<file path="src/rtl/pipe_stage_reg.sv">
// pipe_stage_reg: generic mips32 pipeline register (IF/ID, ID/EX, EX/MEM, MEM/WB).
// Valid/ready handshake with a synchronous flush. When the stage holds no valid
// instruction the control field reads CTRL_BUBBLE, so downstream stages see a NOP.
//
// Build option: define PIPE_SKID_EN for a 2-entry skid buffer. This gives full
// throughput with a registered in_ready. Without it the stage is a single
// register whose in_ready is combinational. The port list is the same in both builds.
//
// Ports:
//   clk        rising-edge clock
//   rst        asynchronous active-high reset
//   flush      synchronous kill of all stage contents
//   in_valid   upstream has an instruction
//   in_ready   stage accepts an instruction this cycle
//   in_ctrl    upstream control field   [CTRL_W]
//   in_data    upstream payload         [DATA_W]
//   out_valid  stage holds a valid instruction
//   out_ready  downstream accepts (0 = stall/hazard hold)
//   out_ctrl   control field, CTRL_BUBBLE when out_valid=0
//   out_data   payload, holds last loaded value when out_valid=0
//   occupancy  entries held (0..1 base, 0..2 with skid)
module pipe_stage_reg #(
  parameter int unsigned       DATA_W      = 160,
  parameter int unsigned       CTRL_W      = 16,
  parameter logic [CTRL_W-1:0] CTRL_BUBBLE = '0
) (
  input  logic              clk,
  input  logic              rst,
  input  logic              flush,
  input  logic              in_valid,
  output logic              in_ready,
  input  logic [CTRL_W-1:0] in_ctrl,
  input  logic [DATA_W-1:0] in_data,
  output logic              out_valid,
  input  logic              out_ready,
  output logic [CTRL_W-1:0] out_ctrl,
  output logic [DATA_W-1:0] out_data,
  output logic [1:0]        occupancy
);

  logic accept;
  logic emit;

  assign accept = in_valid && in_ready;
  assign emit   = out_valid && out_ready;

`ifdef PIPE_SKID_EN

  // Entry count is the state: EMPTY=0, BUSY=1 (main only), FULL=2 (main + skid)
  typedef enum logic [1:0] {
    EMPTY = 2'd0,
    BUSY  = 2'd1,
    FULL  = 2'd2
  } state_t;

  state_t            state;
  state_t            state_d;
  logic              valid_d;
  logic              ready_d;
  logic [CTRL_W-1:0] ctrl_d;
  logic [DATA_W-1:0] data_d;
  logic [CTRL_W-1:0] skid_ctrl;
  logic [CTRL_W-1:0] skid_ctrl_d;
  logic [DATA_W-1:0] skid_data;
  logic [DATA_W-1:0] skid_data_d;

  // State and data registers
  always_ff @(posedge clk or posedge rst) begin
    if (rst) begin
      state     <= EMPTY;
      out_valid <= 1'b0;
      in_ready  <= 1'b1;
      out_ctrl  <= CTRL_BUBBLE;
      out_data  <= '0;
      skid_ctrl <= CTRL_BUBBLE;
      skid_data <= '0;
    end else begin
      state     <= state_d;
      out_valid <= valid_d;
      in_ready  <= ready_d;
      out_ctrl  <= ctrl_d;
      out_data  <= data_d;
      skid_ctrl <= skid_ctrl_d;
      skid_data <= skid_data_d;
    end
  end

  // Next state and next register contents
  always_comb begin
    state_d     = state;
    ctrl_d      = out_ctrl;
    data_d      = out_data;
    skid_ctrl_d = skid_ctrl;
    skid_data_d = skid_data;
    if (flush) begin
      state_d = EMPTY;
      ctrl_d  = CTRL_BUBBLE;
    end else begin
      case (state)
        EMPTY: begin
          if (accept) begin
            state_d = BUSY;
            ctrl_d  = in_ctrl;
            data_d  = in_data;
          end
        end
        BUSY: begin
          if (accept && emit) begin
            ctrl_d = in_ctrl;
            data_d = in_data;
          end else if (accept) begin
            // Downstream stalled: park the new beat behind the main entry
            state_d     = FULL;
            skid_ctrl_d = in_ctrl;
            skid_data_d = in_data;
          end else if (emit) begin
            state_d = EMPTY;
            ctrl_d  = CTRL_BUBBLE;
          end
        end
        FULL: begin
          // in_ready is low here, so only the skid-to-main move can happen
          if (emit) begin
            state_d = BUSY;
            ctrl_d  = skid_ctrl;
            data_d  = skid_data;
          end
        end
        default: begin
          state_d = EMPTY;
          ctrl_d  = CTRL_BUBBLE;
        end
      endcase
    end
    valid_d = (state_d != EMPTY);
    ready_d = (state_d != FULL);
  end

  assign occupancy = 2'(state);

`else

  logic              valid_d;
  logic [CTRL_W-1:0] ctrl_d;
  logic [DATA_W-1:0] data_d;

  // Single entry: a slot frees up in the same cycle the held beat leaves
  assign in_ready = !out_valid || out_ready;

  // Main register
  always_ff @(posedge clk or posedge rst) begin
    if (rst) begin
      out_valid <= 1'b0;
      out_ctrl  <= CTRL_BUBBLE;
      out_data  <= '0;
    end else begin
      out_valid <= valid_d;
      out_ctrl  <= ctrl_d;
      out_data  <= data_d;
    end
  end

  // Next contents: flush, then load, then drain
  always_comb begin
    valid_d = out_valid;
    ctrl_d  = out_ctrl;
    data_d  = out_data;
    if (flush) begin
      valid_d = 1'b0;
      ctrl_d  = CTRL_BUBBLE;
    end else if (accept) begin
      valid_d = 1'b1;
      ctrl_d  = in_ctrl;
      data_d  = in_data;
    end else if (emit) begin
      valid_d = 1'b0;
      ctrl_d  = CTRL_BUBBLE;
    end
  end

  assign occupancy = {1'b0, out_valid};

`endif

endmodule

</file>
<file path="config.mk">
export PLATFORM = sky130hd
export DESIGN_NAME = pipe_stage_reg
export DESIGN_NICKNAME = d
export VERILOG_FILES = /design/src/rtl/pipe_stage_reg.sv
export SDC_FILE = /design/constraint.sdc
export NUM_CORES = 1
export LEC_CHECK = 0
export ABC_AREA = 0
export BUFFER_PORTS_ARGS = -buffer_cell sky130_fd_sc_hd__buf_4
export CAP_MARGIN = 20
export CORE_AREA = 2 2 139 141
export CTS_CLUSTER_SIZE = 12
export DETAILED_ROUTE_END_ITERATION = 12
export DIE_AREA = 0 0 141 143
export PLACE_DENSITY = 0.76
export RECOVER_POWER = 50
export SETUP_SLACK_MARGIN = 0.4
export SYNTH_ARGS = -nofsm -noshare
export SYNTH_HDL_FRONTEND = slang
export SYNTH_SLANG_ARGS = --single-unit
</file>
<file path="constraint.sdc">
create_clock -name clk -period 7.34 [get_ports clk]
set_clock_uncertainty 0.05 [all_clocks]
set_input_delay 0.734 -clock clk [delete_from_list [all_inputs] [get_ports clk]]
set_output_delay 0.734 -clock clk [all_outputs]
set_load 0.05 [all_outputs]
</file>
==> summary.txt, run 1 <==
Yosys
  – Top FF cell, synth: dfrtp_1
  – #FFs+latches synth: 177
  – Synthesized instance count: 426
  – Post-Syn Nets: 607
  – Post-synth top area share: 64.47%
  – Yosys warning count: 0
  – Async set-reset flop share out of synthesis: 100.0%
  – Post-synth EDFFs: 0
  – Area leader, netlist: dfrtp_1
  – Synth area leaders: dfrtp_1 (64%), mux2_1 (16%), mux2_2 (9.8%), a32oi_1 (2.0%), mux2i_1 (1.7%)
  – Sequential fraction of the synthesis area: 64.47%
  – Synth cell types: 17
  – Post-Syn Area: 6870 µm²
  – Syn Area/Cell: 16.13 µm²

Finish
  – # nets final: 962
  – Cell Count, Final, Fillers Out: 1028
  – Commonest cells after routing, fill and taps aside: buf_4 (201), dfrtp_1 (177), clkbuf_1 (163), mux2_1 (100), mux2_2 (60)
  – Fin area: 9676 µm²
  – Layout cells sized above 1: 38.41%
  – Most common cell after layout, fill and taps aside: buf_4
  – Layout Area Growth over Synthesis: 40.83%
  – Final core utilization: a little over half
  – Diodes inserted: 0

Critical path
  – Crit Path Max Fanout: 101
  – CP cell instances: clkbuf_4 -> clkinvlp_2 -> buf_4
  – Highest-delay cell along the critical path: clkinvlp_2
  – Worst EP required: 7.70 ns
  – CP top delay family: buffers and inverters
  – Worst Setup End Kind: asynchronous set/reset pin
  – Worst Path Arrival: about 4.5 ns
  – Startpoint types: input port
  – CP Buf/Inv Count: 3
  – Largest stage delay on the critical path: roughly 2.5 ns
  – CP Class: in -> async

Clock network
  – Clock Latency Late Sink: 0.40 ns
  – Clock Path Buffers: 2
  – H-Tree Level Count: 4
  – Clock transition at path regs: 0.06 ns
  – CTS resizes: 0
  – Clock Sinks: 177
  – CTS tree: built
  – Num CTS Buffers: 17
  – Setup bufs post-CTS: 0
  – Root Driver: clkbuf_16
  – Hold Buf Count CTS: 0

Global routing
  – GRT busiest layer: met2
  – Met3 Usage GRT: 6.137%
  – GRT met2 Usage: 29.06%
  – Met1 Track Usage GR: 19.56%
  – Global-route wire length before repair: 26400 µm
  – Largest net degree at the start of global routing: just over 100
  – Initial antenna violation count: 0
  – Vias in the first global route: 5007
  – GRT Util Overall: 16.72%
  – Gr ovfl total: 0

Die
  – Core Footprint: roughly 19000 µm²
  – Die Height: 143 µm
  – Initial Util: 36.98%
  – DIE WIDTH: 141 µm
  – Io pins: 361
  – Total die area: ~20000 µm²
  – # rows: 50

Timing
  – Pins Over Slew Limit: 102
  – Worst-Margin Slew: 4.433 ns
  – Fmax: 241.3 MHz
  – Setup-failing EPs final: 0
  – Fin crit period: 4.145 ns
  – Tcrit/Tclk final: a little under three fifths
  – Rel. slew slack: -197.2%
  – Setup TNS Final: 0 ns
  – RSZ-0062 raised after global routing: false
  – Count of final hold-check violations: 0

Routing
  – Total wire length: 17250 µm
  – DR vias/cell: 4.748
  – Pre-antenna DRT Iters: 5
  – 1st-iter DRT viols: 145
  – Number of routed nets with antenna violations: 0
  – Vias: ~4900
  – # DRC: 0
  – Wire per inst: approximately 17 µm

Outcome
  – Status: complete, but fails checks
  – Violated checks: max-capacitance violations, max-slew violations

Min path
  – Worst Hold Class: reg -> reg

Place
  – Placed inst area: 9703 µm²
  – Final GP Congestion: between 0.7 and 0.8
  – Port bufs: roughly 360
  – Placed cell count: 996
  – HPWL Detailed: 12880 µm

Power and ir drop
  – Worst vdd ir: slightly above 0.0002 V
  – Leakage: 4.324 nW
  – Pwr Density: 321.3 nW/µm²

Flow run
  – Max-Cap Viols: 1
-- cell usage after synthesis (all sizes together), types with 2 or more instances --
cell type	n
mux2	160
clkbuf	6
or2	11
buf	21
a21oi	11
nor2	7
a32oi	16
mux2i	12
inv	2
dfrtp	177
-- area by class of cell --
| type | count | area (µm²) |
|---|---|---|
| sequential | 177 | 4429 |
| clock inverter | 13 | 150.1 |
| timing repair buffer | 363 | 2121 |
| tap | 234 | 292.8 |
| inverter | 2 | 8.758 |
| multi-input combinational | 220 | 2241 |
| clock buffer | 19 | 432.9 |
| fill | 1767 | 8905 |
-- metal layers --
layer | vias to the layer above | part of all wire [%]
met1 | 2426 | 39
met4 | 0 | 1.4
li1 | 2230 | -
met5 | - | 0
met2 | 206 | 53
met3 | 19 | 7.4
-- worst reg2reg max path, delay by kind of cell, from the launching register on --
kind	cells	cell delay [ns]
and+or+nand+nor	2	1.04
DFF	1	0.64
muxes	1	0.52
buffers and inverters	1	0.42
-- final timing paths --
| check | startpoint | to | slack, ns | cells past startpoint |
|---|---|---|---|---|
| hold reg to reg | out_data[6] | out_data[6] | 0.43 | 1 |
| max in group clk | out_valid | in_ready | 3.99 | 3 |
| min in group asynchronous | rst | out_data[19] | 1.61 | 2 |
| setup / recovery | rst | out_data[114] | 3.20 | 3 |
| hold / removal | out_data[6] | out_data[6] | 0.43 | 1 |
| setup reg to reg | out_valid | out_data[10] | 4.57 | 4 |
-- registers in the layout, indices dropped and copies added (netlist names) --
signal,cells
out_data,160
out_valid,1
out_ctrl,16
-- cells by family (layout without fill, tap and decap cells) --
logic type | after synthesis | count (layout) | synth area share [%]
and+or+nand+nor | 20 | 20 | 1.694
other | 1 | 1 | 0.05458
muxes | 172 | 172 | 27.97
AOI/OAI and AO/OA | 27 | 27 | 2.841
DFF | 177 | 177 | 64.47
buffers and inverters | 29 | 397 | 2.968
-- through the flow --
step	hold slack (ns)	power, mW	setup slack [ns]
after CTS	0.4403	3.281	4.324
after detailed placement	0.4260	2.372	4.610
final	0.4317	3.109	3.195
after global placement	0.4193	2.353	4.649
after floorplan	0.7710	1.968	1.754
after global routing	0.4431	3.242	2.318
-- where the power goes --
part | switching, mW | leakage (nW) | internal, mW
combinational | 0.753 | 1.94 | 0.243
clock | 0.392 | 0.273 | 0.509
sequential | 0.0797 | 2.11 | 1.13
total | 1.22 | 4.32 | 1.88
Power figures use the tool's default switching activity.
==> run 2, diff against run 1 <==
- CORE_AREA: 2 2 139 141 -> default
- CORE_ASPECT_RATIO: default -> 0.7
- CORE_MARGIN: default -> 1.5
- CORE_UTILIZATION: default -> 41
- DIE_AREA: 0 0 141 143 -> default
- PLACE_DENSITY: 0.76 -> 0.85
- clock period: 7.34 -> 3.3 ns (I/O delays scaled with it)
==> summary.txt, run 2 (synthesis gave the netlist of run 1 again) <==
Timing
  – Tcrit/Tclk final: 76.65%
  – Count of final hold-check violations: 0 (unchanged)
  – Worst-Margin Slew: 1.538 ns (-2.895 ns)
  – Pins Over Slew Limit: 31 (-70%)
  – Fmax: 395.3 MHz
  – Setup-failing EPs final: 0 (unchanged)
  – Final hold slack: 0.07151 ns (-0.3602 ns)
  – RSZ-0062 raised after global routing: false
  – Rel. slew slack: -2.543% (+190 points)
  – Fin crit period: roughly 2.5 ns
  – Setup TNS Final: 0 ns (unchanged)

Power and ir drop
  – Pwr Density: 705.1 nW/µm² (+120%)
  – Leakage: 4.618 nW (+6.8%)
  – Worst vdd ir: 0.0003786 V (+84%)

Finish
  – Max FFs per register: 160 (unchanged)
  – Most common cell after layout, fill and taps aside: buf_4
  – Final core utilization: 61.25% (+9.2 points)
  – Reg with most FFs: out_data
  – Commonest cells after routing, fill and taps aside: buf_4 (269), dfrtp_1 (177), mux2_1 (100), clkbuf_1 (93), mux2_2 (60)
  – Diodes inserted: 0 (unchanged)
  – Layout cells sized above 1: 47.49% (+9.1 points)
  – Top Registers: out_data x160, out_ctrl x16, out_valid x1
  – Layout Area Growth over Synthesis: 45.73%
  – # nets final: 966 (+0.42%)
  – Fin area: 10010 µm² (+3.5%)

Global routing
  – Gr ovfl total: 0 (unchanged)
  – Initial antenna violation count: 0 (unchanged)
  – Global-route wire length before repair: 26690 µm (+1.1%)
  – Vias in the first global route: 5127 (+2.4%)
  – GRT Util Overall: 19.59% (+2.9 points)
  – Largest net degree at the start of global routing: 91 (-11%)

Outcome
  – Status: complete, but fails checks
  – Violated checks: max-capacitance violations, max-slew violations

Clock network
  – Root Driver: clkbuf_16
  – Clock Sinks: 177 (unchanged)
  – Clock transition at path regs: 0.07 ns (about the same)
  – CTS tree: built
  – Setup bufs post-CTS: 0 (unchanged)
  – Clock Path Buffers: 2 (unchanged)
  – Num CTS Buffers: 17 (unchanged)
  – CTS resizes: 0 (unchanged)
  – Hold Buf Count CTS: 0 (unchanged)
  – H-Tree Level Count: 4 (unchanged)
  – Clock Latency Late Sink: 0.41 ns (about the same)

Critical path
  – CP top delay family: simple AND/OR/NAND/NOR gates
  – Largest stage delay on the critical path: 0.62 ns (-1.83 ns)
  – FF-to-FF Start: out_valid
  – Worst Setup End Kind: output pin
  – Crit Path Max Fanout: 15 (-85%)
  – CP Class: reg -> out
  – Highest-delay cell along the critical path: nor2b_2
  – Worst EP required: 2.92 ns (-4.78 ns)
  – Worst Setup SP: out_valid
  – CP cell instances: nor2b_2 -> inv_1 -> buf_4
  – Startpoint types: register
  – Worst Path Arrival: 2.15 ns (-2.35 ns)
  – CP Buf/Inv Count: 2 (-1)

Routing
  – Wl on met1: 6702 µm (+0.60%)
  – Total wire length: 17250 µm (about the same)
  – Wire per inst: 16.86 µm (+0.47%)
  – Number of routed nets with antenna violations: 0 (unchanged)
  – Met3 wire length: 1521 µm (+19%)
  – Top routing layer used: met4
  – WL met2: 8739 µm (-3.6%)
  – Pre-antenna DRT Iters: 4 (-1)
  – Vias: 4911 (+0.61%)
  – # DRC: 0 (unchanged)
  – 1st-iter DRT viols: 208 (+43%)
  – DR vias/cell: 4.801 (+1.1%)

Flow run
  – Max-Cap Viols: 1 (unchanged)

Place
  – Port bufs: 359 (unchanged)
  – HPWL Detailed: 12800 µm (-0.61%)
  – Placed inst area: 9768 µm² (+0.67%)
  – Final GP Congestion: 0.7492 (-1.2%)

Die
  – DIE WIDTH: 157.7 µm (+12%)
  – Core Footprint: 16350 µm² (-12%)
  – Total die area: 17560 µm² (-13%)
  – Io pins: 361 (unchanged)
  – # rows: 39 (-22%)
  – Die Height: 111.3 µm (-22%)
  – Initial Util: 42.03% (+5.1 points)

Min path
  – Hold path start: in_data[92]
  – Worst Hold Class: in -> reg
==> run 2: layout make-up <==
type / count / area (µm²)
clock buffers: 19 / 432.9
clock inverters: 13 / 152.6
fillers: 1329 / 6335
inverters: 2 / 8.758
multi-input cells: 220 / 2243
flip-flops and latches: 177 / 4429
well taps: 225 / 281.5
repair buffers: 367 / 2464
==> run 2: metal layers <==
metal / up-vias / GRT usage (%)
li1: 2228 / -
met1: 2466 / 22.96
met2: 194 / 33.48
met3: 23 / 6.959
met4: 0 / 6.226
met5: - / 0
==> run 2: metrics by stage <==
| stage | setup WS (ns) | total power [mW] | instances |
|---|---|---|---|
| floorplan | 0.6534 | 4.379 | 426 |
| global placement | 1.116 | 5.237 | 989 |
| detailed placement | 1.083 | 5.283 | 989 |
| CTS | 0.7447 | 7.300 | 1021 |
| global route | 0.3849 | 7.350 | 1023 |
| finish | 0.7704 | 7.060 | 1023 |
==> run 2: path summary, 6_finish.rpt <==
path	end	slack, ns	cells after the start
max	in_ready	0.77	3
min	out_data[92]	0.07	2
max reg2reg	out_data[109]	0.98	4
min reg2reg	out_data[123]	0.43	1
max in group asynchronous	out_data[97]	0.86	5
min in group asynchronous	out_data[16]	0.37	3
==> run 2: power by group <==
group	switching, mW	leakage, nW	internal (mW)
clock	0.872	0.274	1.13
combinational	1.68	2.24	0.676
sequential	0.181	2.11	2.52
total	2.73	4.62	4.33
